<file path="src/rtl/vga_scanout_if.sv">
// Display-side bundle between vga_scanout, the colour buffer read port and the DAC pins.
interface vga_scanout_if;
  logic [9:0]  horizCount;
  logic [9:0]  vertCount;
  logic [7:0]  cellAddr;
  logic [11:0] cellColor;
  logic        hSync;
  logic        vSync;
  logic [3:0]  vgaRed;
  logic [3:0]  vgaGreen;
  logic [3:0]  vgaBlue;
  logic        frameStart;

  modport master (
    output horizCount, vertCount, cellAddr, hSync, vSync,
    output vgaRed, vgaGreen, vgaBlue, frameStart,
    input  cellColor
  );

  modport slave (
    input  horizCount, vertCount, cellAddr, hSync, vSync,
    input  vgaRed, vgaGreen, vgaBlue, frameStart,
    output cellColor
  );
endinterface

</file>
<file path="src/rtl/vga_scanout.sv">
// 640x480@60 VGA scanout: raster counters, cell-buffer addressing and a 2-stage pin pipeline.
// Optional macro PIXEL_DIV_EN divides clk by 4 to form the pixel tick.
module vga_scanout #(
  parameter int unsigned H_VISIBLE = 640,
  parameter int unsigned H_FRONT   = 16,
  parameter int unsigned H_SYNC    = 96,
  parameter int unsigned H_BACK    = 48,
  parameter int unsigned V_VISIBLE = 480,
  parameter int unsigned V_FRONT   = 10,
  parameter int unsigned V_SYNC    = 2,
  parameter int unsigned V_BACK    = 33,
  parameter int unsigned BSIZE     = 40
) (
  input logic           clk,
  input logic           reset,
  vga_scanout_if.master bus
);

  localparam int unsigned HTotal = H_VISIBLE + H_FRONT + H_SYNC + H_BACK;
  localparam int unsigned VTotal = V_VISIBLE + V_FRONT + V_SYNC + V_BACK;

  localparam logic [9:0] HLast   = 10'(HTotal - 1);
  localparam logic [9:0] VLast   = 10'(VTotal - 1);
  localparam logic [9:0] HVis    = 10'(H_VISIBLE);
  localparam logic [9:0] VVis    = 10'(V_VISIBLE);
  localparam logic [9:0] HsFirst = 10'(H_VISIBLE + H_FRONT);
  localparam logic [9:0] HsLast  = 10'(H_VISIBLE + H_FRONT + H_SYNC - 1);
  localparam logic [9:0] VsFirst = 10'(V_VISIBLE + V_FRONT);
  localparam logic [9:0] VsLast  = 10'(V_VISIBLE + V_FRONT + V_SYNC - 1);
  localparam logic [5:0] SubLast = 6'(BSIZE - 1);

  logic tick;

`ifdef PIXEL_DIV_EN
  logic [1:0] div_q, div_d;

  always_comb div_d = div_q + 2'd1;

  always_ff @(posedge clk) begin
    if (reset) div_q <= 2'd0;
    else       div_q <= div_d;
  end

  assign tick = (div_q == 2'd3);
`else
  assign tick = 1'b1;
`endif

  // Stage 0: raster position and cell tracking
  logic [9:0]  h_q, h_d, v_q, v_d;
  logic [5:0]  hsub_q, hsub_d, vsub_q, vsub_d;
  logic [3:0]  col_q, col_d, row_q, row_d;
  // Stage 1 / stage 2 pipeline
  logic        vis_d1_q, vis_d1_d, hs_d1_q, hs_d1_d, vs_d1_q, vs_d1_d;
  logic        hsync_q, hsync_d, vsync_q, vsync_d;
  logic [11:0] rgb_q, rgb_d;
  logic        frame_start_q, frame_start_d;

  logic h_last, v_last, visible, hs_raw, vs_raw;

  always_comb begin
    h_last  = (h_q == HLast);
    v_last  = (v_q == VLast);
    visible = (h_q < HVis) && (v_q < VVis);
    hs_raw  = !((h_q >= HsFirst) && (h_q <= HsLast));
    vs_raw  = !((v_q >= VsFirst) && (v_q <= VsLast));

    h_d           = h_q;
    v_d           = v_q;
    hsub_d        = hsub_q;
    vsub_d        = vsub_q;
    col_d         = col_q;
    row_d         = row_q;
    vis_d1_d      = vis_d1_q;
    hs_d1_d       = hs_d1_q;
    vs_d1_d       = vs_d1_q;
    hsync_d       = hsync_q;
    vsync_d       = vsync_q;
    rgb_d         = rgb_q;
    frame_start_d = frame_start_q;

    if (tick) begin
      if (h_last) begin
        h_d    = 10'd0;
        hsub_d = 6'd0;
        col_d  = 4'd0;
        if (v_last) begin
          v_d    = 10'd0;
          vsub_d = 6'd0;
          row_d  = 4'd0;
        end else begin
          v_d = v_q + 10'd1;
          if (vsub_q == SubLast) begin
            vsub_d = 6'd0;
            row_d  = row_q + 4'd1;
          end else begin
            vsub_d = vsub_q + 6'd1;
          end
        end
      end else begin
        h_d = h_q + 10'd1;
        // col may wrap past 15 in horizontal blanking; cellAddr is gated by visible there.
        if (hsub_q == SubLast) begin
          hsub_d = 6'd0;
          col_d  = col_q + 4'd1;
        end else begin
          hsub_d = hsub_q + 6'd1;
        end
      end

      vis_d1_d      = visible;
      hs_d1_d       = hs_raw;
      vs_d1_d       = vs_raw;
      hsync_d       = hs_d1_q;
      vsync_d       = vs_d1_q;
      rgb_d         = vis_d1_q ? bus.cellColor : 12'h000;
      frame_start_d = h_last && v_last;
    end
  end

  always_ff @(posedge clk) begin
    if (reset) begin
      h_q           <= 10'd0;
      v_q           <= 10'd0;
      hsub_q        <= 6'd0;
      vsub_q        <= 6'd0;
      col_q         <= 4'd0;
      row_q         <= 4'd0;
      vis_d1_q      <= 1'b0;
      hs_d1_q       <= 1'b1;
      vs_d1_q       <= 1'b1;
      hsync_q       <= 1'b1;
      vsync_q       <= 1'b1;
      rgb_q         <= 12'h000;
      frame_start_q <= 1'b0;
    end else begin
      h_q           <= h_d;
      v_q           <= v_d;
      hsub_q        <= hsub_d;
      vsub_q        <= vsub_d;
      col_q         <= col_d;
      row_q         <= row_d;
      vis_d1_q      <= vis_d1_d;
      hs_d1_q       <= hs_d1_d;
      vs_d1_q       <= vs_d1_d;
      hsync_q       <= hsync_d;
      vsync_q       <= vsync_d;
      rgb_q         <= rgb_d;
      frame_start_q <= frame_start_d;
    end
  end

  assign bus.horizCount = h_q;
  assign bus.vertCount  = v_q;
  assign bus.cellAddr   = visible ? {row_q, col_q} : 8'd0;
  assign bus.hSync      = hsync_q;
  assign bus.vSync      = vsync_q;
  assign bus.vgaRed     = rgb_q[11:8];
  assign bus.vgaGreen   = rgb_q[7:4];
  assign bus.vgaBlue    = rgb_q[3:0];
  assign bus.frameStart = frame_start_q;

endmodule

</file>
<file path="src/flat_wrapper.sv">
// flat-port wrapper written by rule: the top's interface ports become plain ports
module vga_scanout_flat 
#(
  parameter int unsigned H_VISIBLE = 640,
  parameter int unsigned H_FRONT   = 16,
  parameter int unsigned H_SYNC    = 96,
  parameter int unsigned H_BACK    = 48,
  parameter int unsigned V_VISIBLE = 480,
  parameter int unsigned V_FRONT   = 10,
  parameter int unsigned V_SYNC    = 2,
  parameter int unsigned V_BACK    = 33,
  parameter int unsigned BSIZE     = 40
)
  (clk, reset, bus_horizCount, bus_vertCount, bus_cellAddr, bus_hSync, bus_vSync, bus_vgaRed, bus_vgaGreen, bus_vgaBlue, bus_frameStart, bus_cellColor);
  vga_scanout_if bus_i ();
  input logic clk;
  input logic reset;
  output wire logic [$bits(bus_i.horizCount)-1:0] bus_horizCount;
  output wire logic [$bits(bus_i.vertCount)-1:0] bus_vertCount;
  output wire logic [$bits(bus_i.cellAddr)-1:0] bus_cellAddr;
  output wire logic [$bits(bus_i.hSync)-1:0] bus_hSync;
  output wire logic [$bits(bus_i.vSync)-1:0] bus_vSync;
  output wire logic [$bits(bus_i.vgaRed)-1:0] bus_vgaRed;
  output wire logic [$bits(bus_i.vgaGreen)-1:0] bus_vgaGreen;
  output wire logic [$bits(bus_i.vgaBlue)-1:0] bus_vgaBlue;
  output wire logic [$bits(bus_i.frameStart)-1:0] bus_frameStart;
  input wire logic [$bits(bus_i.cellColor)-1:0] bus_cellColor;
  assign bus_horizCount = bus_i.horizCount;
  assign bus_vertCount = bus_i.vertCount;
  assign bus_cellAddr = bus_i.cellAddr;
  assign bus_hSync = bus_i.hSync;
  assign bus_vSync = bus_i.vSync;
  assign bus_vgaRed = bus_i.vgaRed;
  assign bus_vgaGreen = bus_i.vgaGreen;
  assign bus_vgaBlue = bus_i.vgaBlue;
  assign bus_frameStart = bus_i.frameStart;
  assign bus_i.cellColor = bus_cellColor;
  vga_scanout #(.H_VISIBLE(H_VISIBLE), .H_FRONT(H_FRONT), .H_SYNC(H_SYNC), .H_BACK(H_BACK), .V_VISIBLE(V_VISIBLE), .V_FRONT(V_FRONT), .V_SYNC(V_SYNC), .V_BACK(V_BACK), .BSIZE(BSIZE)) u_core (.clk(clk), .reset(reset), .bus(bus_i));
endmodule
</file>
<file path="config.mk">
export PLATFORM = sky130hd
export DESIGN_NAME = vga_scanout_flat
export DESIGN_NICKNAME = d
export VERILOG_FILES = /design/src/rtl/vga_scanout_if.sv /design/src/rtl/vga_scanout.sv /design/src/flat_wrapper.sv
export SDC_FILE = /design/constraint.sdc
export NUM_CORES = 1
export LEC_CHECK = 0
export BUFFER_PORTS_ARGS = -buffer_cell sky130_fd_sc_hd__buf_2
export CAP_MARGIN = 15
export CORE_AREA = 2 2 72 74
export CTS_CLUSTER_DIAMETER = 100
export DETAILED_ROUTE_END_ITERATION = 7
export DIE_AREA = 0 0 74 76
export PLACE_DENSITY = 0.72
export SYNTH_ARGS = -nofsm -noshare
export SYNTH_HDL_FRONTEND = slang
export SYNTH_SLANG_ARGS = --single-unit
</file>
<file path="constraint.sdc">
create_clock -name clk -period 2.5 [get_ports clk]
set_clock_uncertainty 0.2 [all_clocks]
set_input_delay 0.375 -clock clk [delete_from_list [all_inputs] [get_ports clk]]
set_output_delay 0.375 -clock clk [all_outputs]
set_load 0.005 [all_outputs]
</file>
Word level (Yosys, flattened, before mapping)
Cells that the tools add are included.

word-level totals
  bits in registers = 58
  input bits = 14
  output and inout bits = 43

cells by class
  add/sub/neg operators = 6
  $lt $le $gt $ge = 6
  eq/ne operators = 4
  muxes and demuxes = 6
  bitwise operators = 1
  reductions and logical operators = 11

operator list
  cell                   count
  $add 10x1->10 const B  2
  $eq 10x10->1 const B   2
  $add 6x1->6 const B    2
  $eq 6x6->1 const B     2
  $mux 6                 2
  $ge 10x10->1 const B   1
  $ge 10x9->1 const B    1
  $le 10x10->1 const B   1
  $le 10x9->1 const B    1
  $lt 10x10->1 const B   1
  $lt 10x9->1 const B    1
  $mux 10                1
  $add 4x1->4 const B    2
  $mux 4                 2
  $mux 8                 1
  $logic_and 1x1->1      4
  $reduce_or 2->1        2
  $reduce_or 3->1        1
  $logic_not 1->1        2
  $reduce_and 2->1       1
  $reduce_bool 2->1      1
  $not 1->1              1

Logic depth before layout (Yosys ltp)
Gate-level depths: netlist of run 1.

  word-level depth = 3
  depth in mapped cells = 7
  gate-level depth less buffers = 6

Worst setup path before layout of run 1
OpenSTA, ideal clock, no wires.

  path kind = flip-flop to flip-flop
  start = reg u_core.h_q[0], in the netlist u_core.bus.horizCount[0]
  end = reg u_core.vsub_q[5]
  setup time = 0.074 ns
  arrival time = 1.800 ns
  required time = 2.226 ns
  setup slack = 0.425 ns
  stages on the path, launching flop included = 6
  period minus slack after synthesis = 2.075 ns
  cell sequence = dfxtp_1 ha_1 nand3_2 or3_4 or4b_1 a31oi_1

on the way
  cells in the longest elaborated chain, start to end = 1

RTL lines
  element                 line                source
  from (decl)             vga_scanout.sv:50   logic [9:0] h_q, h_d, v_q, v_d;
  from (signal assigned)  vga_scanout.sv:123  h_q <= 10'd0;
  from (signal assigned)  vga_scanout.sv:137  h_q <= h_d;
  $eq 10x10->1            vga_scanout.sv:62   h_last = (h_q == HLast);
  to (signal assigned)    vga_scanout.sv:140  vsub_q <= vsub_d;
  to (decl)               vga_scanout.sv:51   logic [5:0] hsub_q, hsub_d, vsub_q, vsub_d;

Every way passes these cells.
A chain may end at the register's enable or synchronous reset.

Worst setup path after layout of run 1
  start = reg u_core.v_q[5], in the netlist u_core.bus.vertCount[5]
  end = out bus_cellAddr[0]

on the way
  cells in the longest elaborated chain, start to end = 3

RTL lines
  element                 line                source
  from (decl)             vga_scanout.sv:50
  from (signal assigned)  vga_scanout.sv:138  v_q <= v_d;
  $lt 10x9->1             vga_scanout.sv:64   visible = (h_q < HVis) && (v_q < VVis);
  $logic_and 1x1->1       vga_scanout.sv:64
  $mux 8                  vga_scanout.sv:155  assign bus.cellAddr = visible ? {row_q, col_q} : 8'd0;
  to (decl)               flat_wrapper.sv:20  output wire logic [$bits(bus_i.cellAddr)-1:0] bus_cellAddr;

Every way passes these cells.

==> impl_results.md, run 1 <==
* Initial antenna violation count at 0
* Via-to-Cell Ratio at 5.052
* Ant. Diodes at 0
* Synth Net Count at 287
* DP Wirelength at 3409 microns
* Post-CTS Setup Inserts at 0
* Critical Path End: bus_cellAddr[0]
* CP Buf/Inv Count at 1
* Setup Viol. Count Final at 0
* Yosys reg bits at 58
* Sw power at 0.4150 mW
* Reg2reg end: u_core.bus.vertCount[7]
* Most numerous cell in the Yosys netlist: dfxtp_1
* Hold_buf cts at 0
* Post-synth top area cell: dfxtp_1
* Die span in y at 76 microns
* Fill cell count at 427
* Worst-case reg-to-reg path depth at 5
* CP max-delay cell: dfxtp_1
* Syn Std Cell Area at 0.002457 sq mm
* DRT iter0 DRCs at 81
* DRT Wirelength at 4914 microns
* Setup TNS at 0 ns
* Clock transition at path regs at 0.07 ns
* Worst EP required at 1.92 ns
* H-Tree Depth at 3
* Worst VDD drop at 0.4302 mV
* Clock sinks at 58
* Synth unique cells at 37
* Die Width at 74 microns
* RSZ-0062 raised after global routing: no
* Vias post-DR at 2046
* Max incr delay on CP at 0.42 ns
* First-pass GRT wire length at 8342 microns
* IO Pins at 57
* Die ar. at 0.005624 sq mm
* EDFF count, synth at 0
* Levels on crit path at 5
* Initial core utilization at 0.5003
* Crit path launch: u_core.bus.vertCount[5]
* Total gr overflow at 0
* Worst-margin pin slew at 0.5235 ns
* Cts bufs inserted at 9
* Hold slack at 0.04006 ns
* Non-filler cells, final at 405
* Clock latency on the worst-skew pair at 0.33 ns
* Mapped Cells at 265
* Wirelength per Cell at 12.13 microns
* DRC at 0
* Post-synth ARST share at 0
* Sequential Power Share at 0.504
* Pre-CTS setup slack at 0.3237 ns
* Post-layout util at 0.6182
* NumNets Final at 352
* Global Route Usage Sum at 0.1886
* Fmax at 0.4467 GHz
* Lkg Pwr at 1.249 nW
* Synth-to-Final Area Change at 23.57%
* Top cell type's share of synthesized area at 0.4725
* DRT Pass-1 Iters at 4
* Top FF cell, synth: dfxtp_1
* Share of cells above drive strength 1 at 0.2597
* Crit end category: primary output
* Post-synthesis sequential area ratio at 0.4725
* Commonest cells post-synth: dfxtp_1, nor2_1, and2_1
* CTS max path bufs at 2
* Area contributors post-synth: dfxtp_1, and2_1, xnor2_1
* Setup slack after layout at 0.2615 ns
* Core area at 0.004912 sq mm
* Pin count of the biggest net entering global routing at 27
* Hold Violations, Final at 0
* Max-cap violation count at 0
* Clock power share at 0.460
* ANT nets after route at 0
* Slew Limit Fails at 0
* Worst slew margin at 0.6503
* Clock root buffer master: clkbuf_8
* CTS tree: built
* Tmin final at 2.239 ns
* Final worst-path cycle share at 0.8954
* Hold Path Class: in2reg
* Reg2Reg Setup Slack at 0.30 ns
* Post-CTS sizing at 0
* Critical path's top delay family: simple AND/OR/NAND/NOR gates
* Worst Setup Path Type: reg2out
* Worst Hold Launch: bus_cellColor[6]
* Input/output buffers at 56
* FP Rows at 26
* Power Density at 626.5 mW/mm^2
* Arrival time worst endpoint at 1.66 ns
* Vias in the first global route at 1883
* Status: finished, final reports clean
* Cell Count Post-Placement at 389
* CP Launch Type: flip-flop
* Reg-to-Reg Start: u_core.bus.horizCount[0]
* P_int at 1.487 mW
* Sw Share at 0.2181
* Final GP Congestion at 0.7796
* Ys Warns at 0
* Critical path, cell by cell: and3_1 > nand2_1 > and3b_1 > and2_1 > buf_2
* Syn Area/Cell at 9.273 sq um
* Comb pwr share at 0.036
* Crit path max fanout at 9
[power groups by stage]
| stage | registers (mW) | logic (mW) | clock network [mW] |
|---|---|---|---|
| after floorplan | 0.979 | 0.0366 | 0 |
| after global placement | 0.978 | 0.0674 | 0 |
| after detailed placement | 0.979 | 0.0689 | 0 |
| after CTS | 0.958 | 0.0692 | 0.894 |
| after global routing | 0.961 | 0.0784 | 0.933 |
| final | 0.959 | 0.0679 | 0.876 |
[sequential cells by signal, summed over array words and instances, names as in the netlist]
| register | cells |
|---|---|
| u_core.rgb_q | 12 |
| u_core.bus.horizCount | 10 |
| u_core.bus.vertCount | 10 |
| u_core.hsub_q | 6 |
| u_core.vsub_q | 6 |
| u_core.col_q | 4 |
| u_core.row_q | 4 |
| u_core.bus.frameStart | 1 |
| u_core.bus.hSync | 1 |
| u_core.bus.vSync | 1 |
| u_core.hs_d1_q | 1 |
| u_core.vis_d1_q | 1 |
| u_core.vs_d1_q | 1 |
[layout make-up]
cell class                      instances  area [sq um]  share of cell area
Multi-Input combinational cell        188          1217              0.4009
Sequential cell                        58          1161              0.3824
Timing Repair Buffer                   62         325.3              0.1071
Inverter                               11         41.29             0.01360
Clock inverter                          5         52.55             0.01731
Clock buffer                           11         151.4             0.04986
Tap cell                               70         87.58             0.02884
[cell usage in the layout, fill, tap and decap left out, types with 3 or more instances in the layout]
cell type	n
o21ai_0	5
buf_2	56
buf_4	6
xor2_1	6
clkbuf_8	11
or4_1	3
nand3_1	20
nor4bb_1	3
and2_1	21
dfxtp_1	58
or2_2	4
ha_1	8
nand2_1	11
a21oi_1	12
nor3_1	4
xnor2_1	14
and3_1	6
nand4_1	4
clkinv_2	3
o32ai_1	4
or3_1	7
nor2_1	28
nand2b_1	5
inv_1	11
nor4_1	4
[kinds of logic after synthesis]
| group | Yosys count | share of synthesized area |
|---|---|---|
| and+or+nand+nor | 132 | 0.3111 |
| muxes | 1 | 0.004073 |
| adders and majority gates | 8 | 0.04073 |
| xor gates and xnor gates | 20 | 0.07128 |
| buffers and inverters | 19 | 0.03208 |
| AOI/OAI and AO/OA | 27 | 0.06822 |
| DFF | 58 | 0.4725 |
[routing by layer]
| metal | vias up | part of all wire | global-route usage |
|---|---|---|---|
| li1 | 1052 | - | - |
| met4 | 0 | 0.018 | 0.08364 |
| met5 | - | 0 | 0 |
| met2 | 38 | 0.46 | 0.2929 |
| met3 | 9 | 0.036 | 0.05291 |
| met1 | 947 | 0.49 | 0.2408 |
[worst min path at each step]
stage | endpoint | slack [ns] | cells after the start
detailed placement | u_core.bus.vSync | 0.19 | 1
global route | u_core.rgb_q[0] | 0.04 | 2
global placement | u_core.bus.vSync | 0.19 | 1
CTS | u_core.rgb_q[10] | 0.03 | 2
finish | u_core.rgb_q[6] | 0.04 | 2
floorplan | u_core.bus.hSync | 0.19 | 1
[per-stage QoR]
step | cell area, sq um | power (mW)
finish | 3037 | 1.902
global route | 3037 | 1.973
CTS | 3037 | 1.922
detailed placement | 2833 | 1.048
global placement | 2833 | 1.045
floorplan | 2457 | 1.015
Power figures use the tool's default switching activity.
==> run 2: changes to the inputs <==
--- a/config.mk
+++ b/config.mk
@@ -11,6 +11,7 @@
 export CTS_CLUSTER_DIAMETER = 100
 export DETAILED_ROUTE_END_ITERATION = 7
 export DIE_AREA = 0 0 74 76
+export MAX_ROUTING_LAYER = met4
 export PLACE_DENSITY = 0.72
 export SYNTH_ARGS = -nofsm -noshare
 export SYNTH_HDL_FRONTEND = slang
==> impl_results.md, run 2 (synthesis gave the netlist of run 1 again) <==
* Clock latency on the worst-skew pair at 0.33 ns (about the same)
* Commonest non-fill, non-tap cell in the layout: dfxtp_1 (unchanged)
* Hold Violations, Final at 0 (unchanged)
* Hold slack at 0.04115 ns (was 0.04006 ns)
* Vias post-DR at 2047 (was 2046)
* Initial antenna violation count at 0 (unchanged)
* M1 GR Usage at 0.2408 (unchanged)
* Final instance area at 0.003037 sq mm (unchanged)
* Max-cap violation count at 0 (unchanged)
* Max reg flops at 12 (unchanged)
* NumNets Final at 352 (unchanged)
* Synth-to-Final Area Change at 23.57% (unchanged)
* CTS max path bufs at 2 (unchanged)
* Reg with most FFs: u_core.rgb_q (unchanged)
* Global Route Usage Sum at 0.1938 (was 0.1886)
* Total gr overflow at 0 (unchanged)
* Die Width at 74 microns (unchanged)
* First-pass GRT wire length at 8349 microns (was 8342 microns)
* CTS tree: built (unchanged)
* Tmin final at 2.238 ns (was 2.239 ns)
* FP Rows at 26 (unchanged)
* Worst-margin pin slew at 0.5267 ns (was 0.5235 ns)
* Via-to-Cell Ratio at 5.054 (was 5.052)
* Crit path max fanout at 9 (unchanged)
* Grt peak-use layer: met2 (unchanged)
* Grt met2 use at 0.2929 (unchanged)
* CP Launch Type: flip-flop (unchanged)
* DRT iter0 DRCs at 76 (was 81)
* Initial core utilization at 0.5003 (unchanged)
* Vias in the first global route at 1885 (was 1883)
* Wirelength per Cell at 12.13 microns (unchanged)
* Worst Setup Path Type: reg2out (unchanged)
* Most frequent cells in the layout: dfxtp_1, buf_2, nor2_1, and2_1, nand3_1 (unchanged)
* Clock transition at path regs at 0.07 ns (about the same)
* Cts bufs inserted at 9 (unchanged)
* DP Wirelength at 3409 microns (unchanged)
* Die span in y at 76 microns (unchanged)
* ANT nets after route at 0 (unchanged)
* Setup TNS at 0 ns (unchanged)
* Core area at 0.004912 sq mm (unchanged)
* IO Pins at 57 (unchanged)
* Worst-case reg-to-reg path depth at 5 (unchanged)
* DRT Wirelength at 4914 microns (unchanged)
* Arrival time worst endpoint at 1.66 ns (about the same)
* Worst VDD drop at 0.4302 mV (about the same)
* Lkg Pwr at 1.249 nW (unchanged)
* Ant. Diodes at 0 (unchanged)
* CP max-delay cell: dfxtp_1 (unchanged)
* Power Density at 626.2 mW/mm^2 (was 626.5 mW/mm^2)
* Hold Path Class: in2reg (unchanged)
* Crit end category: primary output (unchanged)
* Worst slew margin at 0.6481 (was 0.6503)
* Status: finished, final reports clean (unchanged)
* Pin count of the biggest net entering global routing at 27 (unchanged)
* Share of cells above drive strength 1 at 0.2597 (unchanged)
* Clock root buffer master: clkbuf_8 (unchanged)
* Met3 usage at 0.05291 (unchanged)
* Fmax at 0.4469 GHz (was 0.4467 GHz)
* Max incr delay on CP at 0.42 ns (about the same)
* Worst EP required at 1.92 ns (about the same)
* Setup Viol. Count Final at 0 (unchanged)
* Slew Limit Fails at 0 (unchanged)
* DRT Pass-1 Iters at 4 (unchanged)
* Post-CTS Setup Inserts at 0 (unchanged)
* RSZ-0062 raised after global routing: no (unchanged)
* DP Area at 0.002833 sq mm (unchanged)
* Fill cell count at 427 (unchanged)
* Hold-critical path depth at 2 (unchanged)
* Clock sinks at 58 (unchanged)
* Critical path, cell by cell: and3_1 > nand2_1 > and3b_1 > and2_1 > buf_2 (unchanged)
* H-Tree Depth at 3 (unchanged)
* DRC at 0 (unchanged)
* Post-CTS sizing at 0 (unchanged)
* Input/output buffers at 56 (unchanged)
* Final GP Congestion at 0.7904 (was 0.7796)
* Final worst-path cycle share at 0.8950 (was 0.8954)
* Hold_buf cts at 0 (unchanged)
* Die ar. at 0.005624 sq mm (unchanged)
## run 2: cell counts in the layout (fill, tap and decap cells not counted)
No cell type changed its count.
## run 2: where the power goes
part           leakage, nW  internal, mW  switching, mW
clock network        0.105         0.509          0.366
logic                0.672        0.0344         0.0335
registers            0.471         0.944         0.0147
total                 1.25          1.49          0.414
## run 2: path summary, 6_finish.rpt
kind	from	endpoint	slack (ns)
max	u_core.bus.vertCount[5]	bus_cellAddr[0]	0.26
min	bus_cellColor[6]	u_core.rgb_q[6]	0.04
max reg2reg	u_core.bus.horizCount[0]	u_core.bus.vertCount[7]	0.30
min reg2reg	u_core.vs_d1_q	u_core.bus.vSync	0.21
## run 2: worst max-delay path: cells and delay by family (launching register included)
kind,cells,cell delay [ns]
AND/OR/NAND/NOR,4,0.79
flip-flops,1,0.42
buffers and inverters,1,0.12
## run 2: metal layers
| metal | vias to the layer above | routed length, microns |
|---|---|---|
| met3 | 9 | 177 |
| met5 | - | 0 |
| met1 | 948 | 2392 |
| li1 | 1052 | - |
| met2 | 38 | 2257 |
| met4 | 0 | 87 |
## run 2: layout make-up
type	count	area [sq um]	area share
clock inverters	5	52.55	0.01731
flip-flops and latches	58	1161	0.3824
clock buffers	11	151.4	0.04986
repair buffers	62	325.3	0.1071
inverters	11	41.29	0.01360
well taps	70	87.58	0.02884
multi-input cells	188	1217	0.4009
## run 2: per-stage QoR
stage          worst slack [ns]  total power [mW]  utilization  cells
6_report                 0.2624             1.902       0.6182    405
3_5_place_dp             0.3237             1.048       0.5767    389
2_1_floorplan            0.4252             1.015            -    265
5_1_grt                 0.08933             1.973       0.6182    405
3_3_place_gp             0.3693             1.045       0.5767    389
4_1_cts                  0.2324             1.922       0.6182    405
